**src/rtl/alu_pipe.sv**
```systemverilog
// alu_pipe: registered ALU with valid/ready handshake on both sides and an
// iterative shift-add multiplier that stalls the input while it runs.
module alu_pipe #(
   parameter int WIDTH  = 16,
   parameter bit MUL_EN = 1'b1
) (
   input  logic             CLK,
   input  logic             RST,
   input  logic [WIDTH-1:0] FirstInput,
   input  logic [WIDTH-1:0] SecondInput,
   input  logic [3:0]       ALUOp,
   input  logic             InValid,
   output logic             InReady,
   output logic [WIDTH-1:0] OutputData,
   output logic             OutValid,
   input  logic             OutReady,
   output logic             Zero,
   output logic             Negative,
   output logic             Carry,
   output logic             Overflow
);
   localparam int SW = $clog2(WIDTH);
   typedef enum logic [1:0] {IDLE, BUSY, HOLD} state_t;
   state_t state_q, state_d;
   logic [WIDTH-1:0] out_q, out_d, mb_q, mb_d, res;
   logic [2*WIDTH-1:0] mc_q, mc_d, acc_q, acc_d, acc_step;
   logic [SW-1:0] cnt_q, cnt_d, sh;
   logic [3:0] flg_q, flg_d;
   logic [WIDTH:0] sum, diff;
   logic res_c, res_v, accept, is_mul;
   assign sh       = SecondInput[SW-1:0];
   assign sum      = {1'b0, FirstInput} + {1'b0, SecondInput};
   assign diff     = {1'b0, FirstInput} - {1'b0, SecondInput};
   assign InReady  = (state_q == IDLE) || (state_q == HOLD && OutReady);
   assign accept   = InValid && InReady;
   assign is_mul   = MUL_EN && ALUOp == 4'd11;
   assign acc_step = acc_q + (mb_q[0] ? mc_q : '0);
   always_comb begin
      res   = '0;
      res_c = 1'b0;
      res_v = 1'b0;
      case (ALUOp)
         4'd1: begin
            res   = sum[WIDTH-1:0];
            res_c = sum[WIDTH];
            res_v = (FirstInput[WIDTH-1] == SecondInput[WIDTH-1]) && (sum[WIDTH-1] != FirstInput[WIDTH-1]);
         end
         4'd2: begin
            res   = diff[WIDTH-1:0];
            res_c = diff[WIDTH];
            res_v = (FirstInput[WIDTH-1] != SecondInput[WIDTH-1]) && (diff[WIDTH-1] != FirstInput[WIDTH-1]);
         end
         4'd3:    res = FirstInput | SecondInput;
         4'd4:    res = FirstInput & SecondInput;
         4'd5:    res = FirstInput << sh;
         4'd6:    res = FirstInput >> sh;
         4'd7:    res = FirstInput ^ SecondInput;
         4'd8:    res = WIDTH'($signed(FirstInput) >>> sh);
         4'd9:    res = WIDTH'($signed(FirstInput) < $signed(SecondInput));
         4'd10:   res = WIDTH'(FirstInput < SecondInput);
         default: res = '0;
      endcase
   end
   // flags are packed {Overflow, Carry, Negative, Zero}
   always_comb begin
      state_d = state_q;
      out_d   = out_q;
      flg_d   = flg_q;
      mc_d    = mc_q;
      mb_d    = mb_q;
      acc_d   = acc_q;
      cnt_d   = cnt_q;
      if (state_q == BUSY) begin
         acc_d = acc_step;
         mc_d  = mc_q << 1;
         mb_d  = mb_q >> 1;
         cnt_d = cnt_q + 1'b1;
         if (cnt_q == SW'(WIDTH - 1)) begin
            state_d = HOLD;
            out_d   = acc_step[WIDTH-1:0];
            flg_d   = {1'b0, |acc_step[2*WIDTH-1:WIDTH], acc_step[WIDTH-1], acc_step[WIDTH-1:0] == '0};
         end
      end else if (accept && is_mul) begin
         state_d = BUSY;
         mc_d    = {{WIDTH{1'b0}}, FirstInput};
         mb_d    = SecondInput;
         acc_d   = '0;
         cnt_d   = '0;
      end else if (accept) begin
         state_d = HOLD;
         out_d   = res;
         flg_d   = {res_v, res_c, res[WIDTH-1], res == '0};
      end else if (state_q == HOLD && OutReady) begin
         state_d = IDLE;
      end
   end
   always_ff @(posedge CLK or posedge RST) begin
      if (RST) begin
         state_q <= IDLE;
         out_q   <= '0;
         flg_q   <= '0;
         mc_q    <= '0;
         mb_q    <= '0;
         acc_q   <= '0;
         cnt_q   <= '0;
      end else begin
         state_q <= state_d;
         out_q   <= out_d;
         flg_q   <= flg_d;
         mc_q    <= mc_d;
         mb_q    <= mb_d;
         acc_q   <= acc_d;
         cnt_q   <= cnt_d;
      end
   end
   assign OutputData = out_q;
   assign OutValid   = state_q == HOLD;
   assign Overflow   = flg_q[3];
   assign Carry      = flg_q[2];
   assign Negative   = flg_q[1];
   assign Zero       = flg_q[0];
endmodule
```
**config.mk**
```make
export PLATFORM = sky130hd
export DESIGN_NAME = alu_pipe
export DESIGN_NICKNAME = d
export VERILOG_FILES = /design/src/rtl/alu_pipe.sv
export SDC_FILE = /design/constraint.sdc
export NUM_CORES = 1
export LEC_CHECK = 0
export CAP_MARGIN = 10
export CELL_PAD_IN_SITES_DETAIL_PLACEMENT = 1
export CELL_PAD_IN_SITES_GLOBAL_PLACEMENT = 2
export CORE_MARGIN = 2
export CORE_UTILIZATION = 33
export CTS_CLUSTER_SIZE = 14
export DETAILED_ROUTE_END_ITERATION = 12
export PLACE_DENSITY_LB_ADDON = 0.2
export SLEW_MARGIN = 20
export SYNTH_ARGS = -nofsm -noshare
export SYNTH_HDL_FRONTEND = slang
export SYNTH_SLANG_ARGS = --single-unit
export TNS_END_PERCENT = 1
```
**constraint.sdc**
```tcl
create_clock -name CLK -period 3.8 [get_ports CLK]
set_input_delay 0.57 -clock CLK [delete_from_list [all_inputs] [get_ports CLK]]
set_output_delay 0.57 -clock CLK [all_outputs]
set_load 0.05 [all_outputs]
```
==> results.cfg <==
[setup_path]
start_kind = flip-flop
cp_max_fo = 9
crit_arrival_ns = 3.89
required_ns = 4.03
crit_type = flip-flop to flip-flop
reg2reg_depth = 16
rrSetupSlack_ns = 0.14
regToRegEndpoint = flg_q[2]
worstReg2RegStart = mb_q[0]
worst_setup_path_end_kind = flip-flop

[yosys]
ys.flop_type = dfrtp_1
ys_seq_area_frac = 0.253
yosys_warnings = 0
syn-cell-area_um2 = 10400
syn_inst = 1316
async_flop_share = 1.00
avgSynthCellArea_um2 = 7.88
ys_ff_latch = 105
ys_types = 86
syn_nets = 1446
synth_edf_count = 0

[timing]
skew_ns = 0.00689
relSlewSlack = 0.371
fin_tns_setup_ns = 0
layout_min_cycle_time_ns = 3.66
setup_viol = 0
post-route-period-util = 0.964
rsz0062_at_grt = true
hold_slack_ns = 0.479
maxSlewViolCount = 0
worstMarginPinSlew_ns = 0.920
hold_violations = 0
max_freq_mhz = 273

[floorplanning]
row_count = 64
core_um2 = 30700
die_w_um = 181
die_area_um2 = 32800
start_util = 0.337
pin_count = 62
die_h_um = 181

[flow_run]
cap_violations = 0

[placed_design]
place_hpwl_um = 34700
gp_congestion = 0.945
port_buffers = 61

[power_and_ir_drop]
p_per_area_nw_per_um2 = 503
p_leak_nw = 6.24
finalPower_mw = 6.74
vdd_drop_max_mv = 0.371

[grt]
grt_max_degree = 85
grt_use_total = 0.266
grt_first_pass_wirelength_um = 67500
grt_pass1_vias = 11400
grt_antenna_before_repair = 0
grt_overflow = 0

[route]
postRouteAntennaNets = 0
vias = 11000
wl_per_cell_um = 22.3
route.detailed.drc = 0
vias_per_cell = 5.69
wl_um = 43400
drt_iter0_drc = 703
drt_pre_antenna_iters = 5

[cts]
path_clk_slew_ns = 0.08
htreeDepth = 3
cts-buffers-inserted = 9
clock-sinks = 105
cts.path.max_buffers = 2
tritoncts = built
clock_latency_ns = 0.37
postCtsHoldBufs = 0
cts_root_buf = clkbuf_16

[cells_and_area]
drive_gt1_frac = 0.214
num-fill-cells = 3774
nNetsFinal = 1670
area_growth_pct = 29.3
post-route-util = 0.436
n_antenna_cell = 0

[hold_path]
hold_path_class = flip-flop to flip-flop
hold_start = mb_q[1]
min_path_cells = 2
hold_end = mb_q[1]

[outcome]
status = finished clean
## layout by cell type (no fill, tap or decap), types with 6 or more instances in the layout
cell type and instances:
mux2_2 11, o211ai_1 14, o211a_1 6, xnor2_1 22
o32a_1 6, ha_1 87, a22o_1 6, nand2b_1 8
nor2b_1 9, a211o_1 6, a221o_1 6, nand3_1 22
buf_4 229, mux2i_1 17, a211oi_1 14, mux4_2 15
nor2_1 95, o21ai_0 96, nand2_1 221, o21a_1 7
xor2_1 12, o21bai_1 8, a22oi_1 35, inv_1 57
a21oi_1 88, buf_12 7, clkbuf_16 9, dfrtp_1 105
o2111ai_1 7, nand4_1 10, and2_1 34, nor3_1 35
nor4_1 9, o22ai_1 12, clkdlybuf4s50_1 60, a21o_1 25
o31ai_1 7
## state kept, by name (all words and copies together), names as in the netlist
| register | count |
|---|---|
| OutputData | 15 |
| acc_q | 32 |
| cnt_q | 4 |
| flg_q | 4 |
| mb_q | 16 |
| mc_q | 32 |
| state_q | 2 |
## power by group
| group | switching, mW | total [mW] | internal (mW) |
|---|---|---|---|
| sequential | 0.327 | 1.90 | 1.57 |
| combinational | 2.39 | 3.91 | 1.51 |
| clock | 0.479 | 0.938 | 0.459 |
## what timing repair did
item | in CTS | in global routing
gates resized for setup | 10 | 16
buffers inserted | 0 | 1
endpoints found under the setup margin | 2 | 4
pin swaps | 1 | 4
## metrics by stage
| step | instances | setup WS (ns) | area [µm²] |
|---|---|---|---|
| 5_1_grt | 1941 | -0.125 | 13400 |
| 6_report | 1941 | 0.139 | 13400 |
| 3_3_place_gp | 1924 | -0.147 | 13000 |
| 2_1_floorplan | 1316 | 0.279 | 10400 |
| 4_1_cts | 1940 | 0.00164 | 13300 |
| 3_5_place_dp | 1924 | -0.370 | 13000 |
## cells in the mapped netlist, types with 7 or more instances
cell type / number / share of area
and2_1: 34 / 0.021
o21ai_0: 97 / 0.047
clkbuf_1: 59 / 0.021
nor2b_1: 10 / 0.0060
o22ai_1: 12 / 0.0072
nand4_1: 10 / 0.0060
a21oi_1: 91 / 0.044
mux2_2: 11 / 0.012
xor2_1: 12 / 0.010
o21bai_1: 8 / 0.0058
o211ai_1: 14 / 0.010
buf_2: 15 / 0.0072
nand3_1: 22 / 0.011
a22oi_1: 35 / 0.025
a211oi_1: 16 / 0.012
xnor2_1: 22 / 0.019
nor3_1: 39 / 0.019
mux4_2: 15 / 0.033
a21o_1: 25 / 0.018
nand2b_1: 9 / 0.0054
o21a_1: 7 / 0.0051
inv_1: 58 / 0.021
a2111oi_0: 7 / 0.0059
nor2_1: 96 / 0.035
dfrtp_1: 105 / 0.25
mux2i_1: 17 / 0.016
nand2_1: 221 / 0.080
nor4_1: 11 / 0.0066
ha_1: 87 / 0.10
o31ai_1: 7 / 0.0051
o2111ai_1: 7 / 0.0059
## worst max-delay path, stage by stage (launching register included)
cell      delay, ns
dfrtp_1        0.39
buf_4          0.17
buf_4          0.16
and2_1         0.15
ha_1           0.35
nand2_1        0.10
nor4_1         0.29
buf_4          0.16
nor3b_2        0.14
buf_4          0.16
nor2_4         0.05
o41ai_4        0.29
xnor2_1        0.14
or4_1          0.55
nor4_2         0.15
buf_4          0.17
o221ai_1       0.10
## routing by layer
metal,wire [µm],part of all wire,global-route usage,vias up
li1,-,-,-,5225
met1,19500,0.45,0.343,5459
met2,20200,0.47,0.442,282
met3,1820,0.042,0.0405,74
met4,1780,0.041,0.112,0
met5,0,0,0,-
## cell families (layout without fill, tap and decap cells)
kind of cell	count (synthesis)	in the layout	share of synthesized area
buffers and inverters	144	373	0.0568
AND/OR/NAND/NOR	482	482	0.212
adder cells (fa/ha/maj)	90	90	0.111
flip-flops	105	105	0.253
XOR/XNOR	34	34	0.0287
AO/OA/AOI/OAI	418	418	0.277
multiplexers	43	43	0.0609
## worst max path at each step
| stage | start | endpoint | slack, ns | depth (start not counted) |
|---|---|---|---|---|
| 2_1_floorplan | mb_q[0] | flg_q[2] | 0.28 | 14 |
| 3_5_place_dp | FirstInput[4] | flg_q[0] | -0.37 | 14 |
| 6_report | mb_q[0] | flg_q[2] | 0.14 | 16 |
| 5_1_grt | mb_q[0] | flg_q[2] | -0.12 | 16 |
| 4_1_cts | mb_q[0] | flg_q[2] | 0.002 | 16 |
| 3_3_place_gp | FirstInput[1] | flg_q[0] | -0.15 | 14 |
## area by class of cell
cell class / count / area (µm²) / share of cell area
clock buffer: 9 / 225 / 0.0168
tap: 396 / 495 / 0.0370
multi-input combinational: 1067 / 7310 / 0.545
inverter: 60 / 228 / 0.0170
timing repair buffer: 297 / 2460 / 0.184
clock inverter: 7 / 58.8 / 0.00439
sequential: 105 / 2630 / 0.196
No activity file was read; power rests on OpenSTA's default activity.
==> variant, RTL diff (same settings) <==
`MUL_EN`: 1'b1 -> 1'b0.
--- a/src/rtl/alu_pipe.sv
+++ b/src/rtl/alu_pipe.sv
@@ -4,3 +4,3 @@
    parameter int WIDTH  = 16,
-   parameter bit MUL_EN = 1'b1
+   parameter bit MUL_EN = 1'b0
 ) (
Formal check against the unedited RTL: not equivalent (Yosys sat finds a counterexample within 4 cycles, from zero or initial values and one cycle with RST high).
==> variant against the original RTL <==
  * Sequential cell count fell by 85
  * Synthesized area down 51%
  * Worst setup slack worse by 0.028 ns
  * Synthesized cell count is 50% lower
  * Wire length shrank 44%
  * Design area shrank 45%
  * Critical path depth down 4
  * Total power is 75% lower
  * Worst hold slack gained 0.0084 ns
  * First-iteration DRC count fell by 9.2%
  * Via count down 43%
  * Sequential power down 86%
  * Fmax is 0.77% lower
  * Critical path type is now in2reg
  * Highest routed layer unchanged
==> variant: results (changes against the original RTL) <==
crit path capture flg_q[0]; skew final 0.000926 ns (-0.00597 ns); Worst setup startpoint SecondInput[4]; detailed placement HPWL 19.6 mm (-44%); placed cell count 1021 (-47%); Fmax 271 MHz (-0.77%); status finished clean; hold endpoint OutputData[14]; Post-Syn Nets 753 (-48%); worst slack, placed -0.614 ns (-0.244 ns); GP Congestion 0.995 (+5.3%); routing usage on met3 4.65% (+0.60 points); Post-synth top cells 62 x nand2_1, 49 x ha_1, 44 x a21oi_1, 41 x inv_1, 41 x nor2_1; Fin Hold WS 0.488 ns (+0.00842 ns); syn avg cell area 7.61 um2 (-3.4%); sw frac 46.3% (-1.1 points); VDD IR max 184 uV (-50%); GR Util met1 41.6% (+7.2 points); FF-to-FF path depth 8 (-8); M2 GR Usage 49.4% (+5.2 points); largest net degree at the start of global routing 36 (-58%); post-synthesis adder-cell area fraction 13.0% (+1.9 points); Worst Path Arrival 3.88 ns (about the same); # fillers 1819 (-52%); mux cell area share after synthesis 15.5% (+9.4 points); routed wire length on met2 11.5 mm (-43%); vias 6324 (-43%); Comb power 0.00118 W (-70%); nets 933 (-44%); reg-to-reg startpoint state_q[1]; Pleak 3.29 nW (-47%); Hold Crit Start OutputData[14]; synth unique cells 80 (-7.0%); H-Tree Depth 1 (-2); Clk Latency, worst-skew pair 0.26 ns (-0.11 ns); Worst-path clk slew 0.06 ns (-0.02 ns); DR WL/cell 23.8 um (+6.4%); post-synthesis compound-gate area fraction 31.6% (+3.9 points); initial DRC count 638 (-9.2%); Synth area leaders ha_1 12%, dfrtp_1 9.9%, mux4_2 9.8%; wire length on met1 10.6 mm (-46%); Seq pwr share 16.1% (-12 points); post-synthesis sequential area ratio 9.93% (-15 points)
==> variant: area by class of cell <==
class / instances / area [um2] / share of cell area [%]
multi-input combinational: 543 / 4440 / 60.4
inverter: 46 / 173 / 2.35
timing repair buffer: 228 / 1930 / 26.3
sequential: 20 / 500 / 6.81
tap: 188 / 235 / 3.20
clock buffer: 3 / 75.1 / 1.02
==> variant: repair_timing <==
action / in CTS / in global routing
setup buffers: 2 / 2
setup endpoints to repair: 3 / 2
resized for setup: 41 / 30
cloned: 0 / 0
pin swaps: 7 / 6
==> variant: critical path: stages <==
cell and delay, ns:
clkdlybuf4s50_1 0.48, inv_1 0.08, ha_4 0.25, nor3b_4 0.28, nor3_4 0.11, a2111oi_4 0.34, o31ai_2 0.12, o211a_1 0.24
or4_4 0.54, nand4bb_1 0.23, or4_4 0.53, o21ai_1 0.12
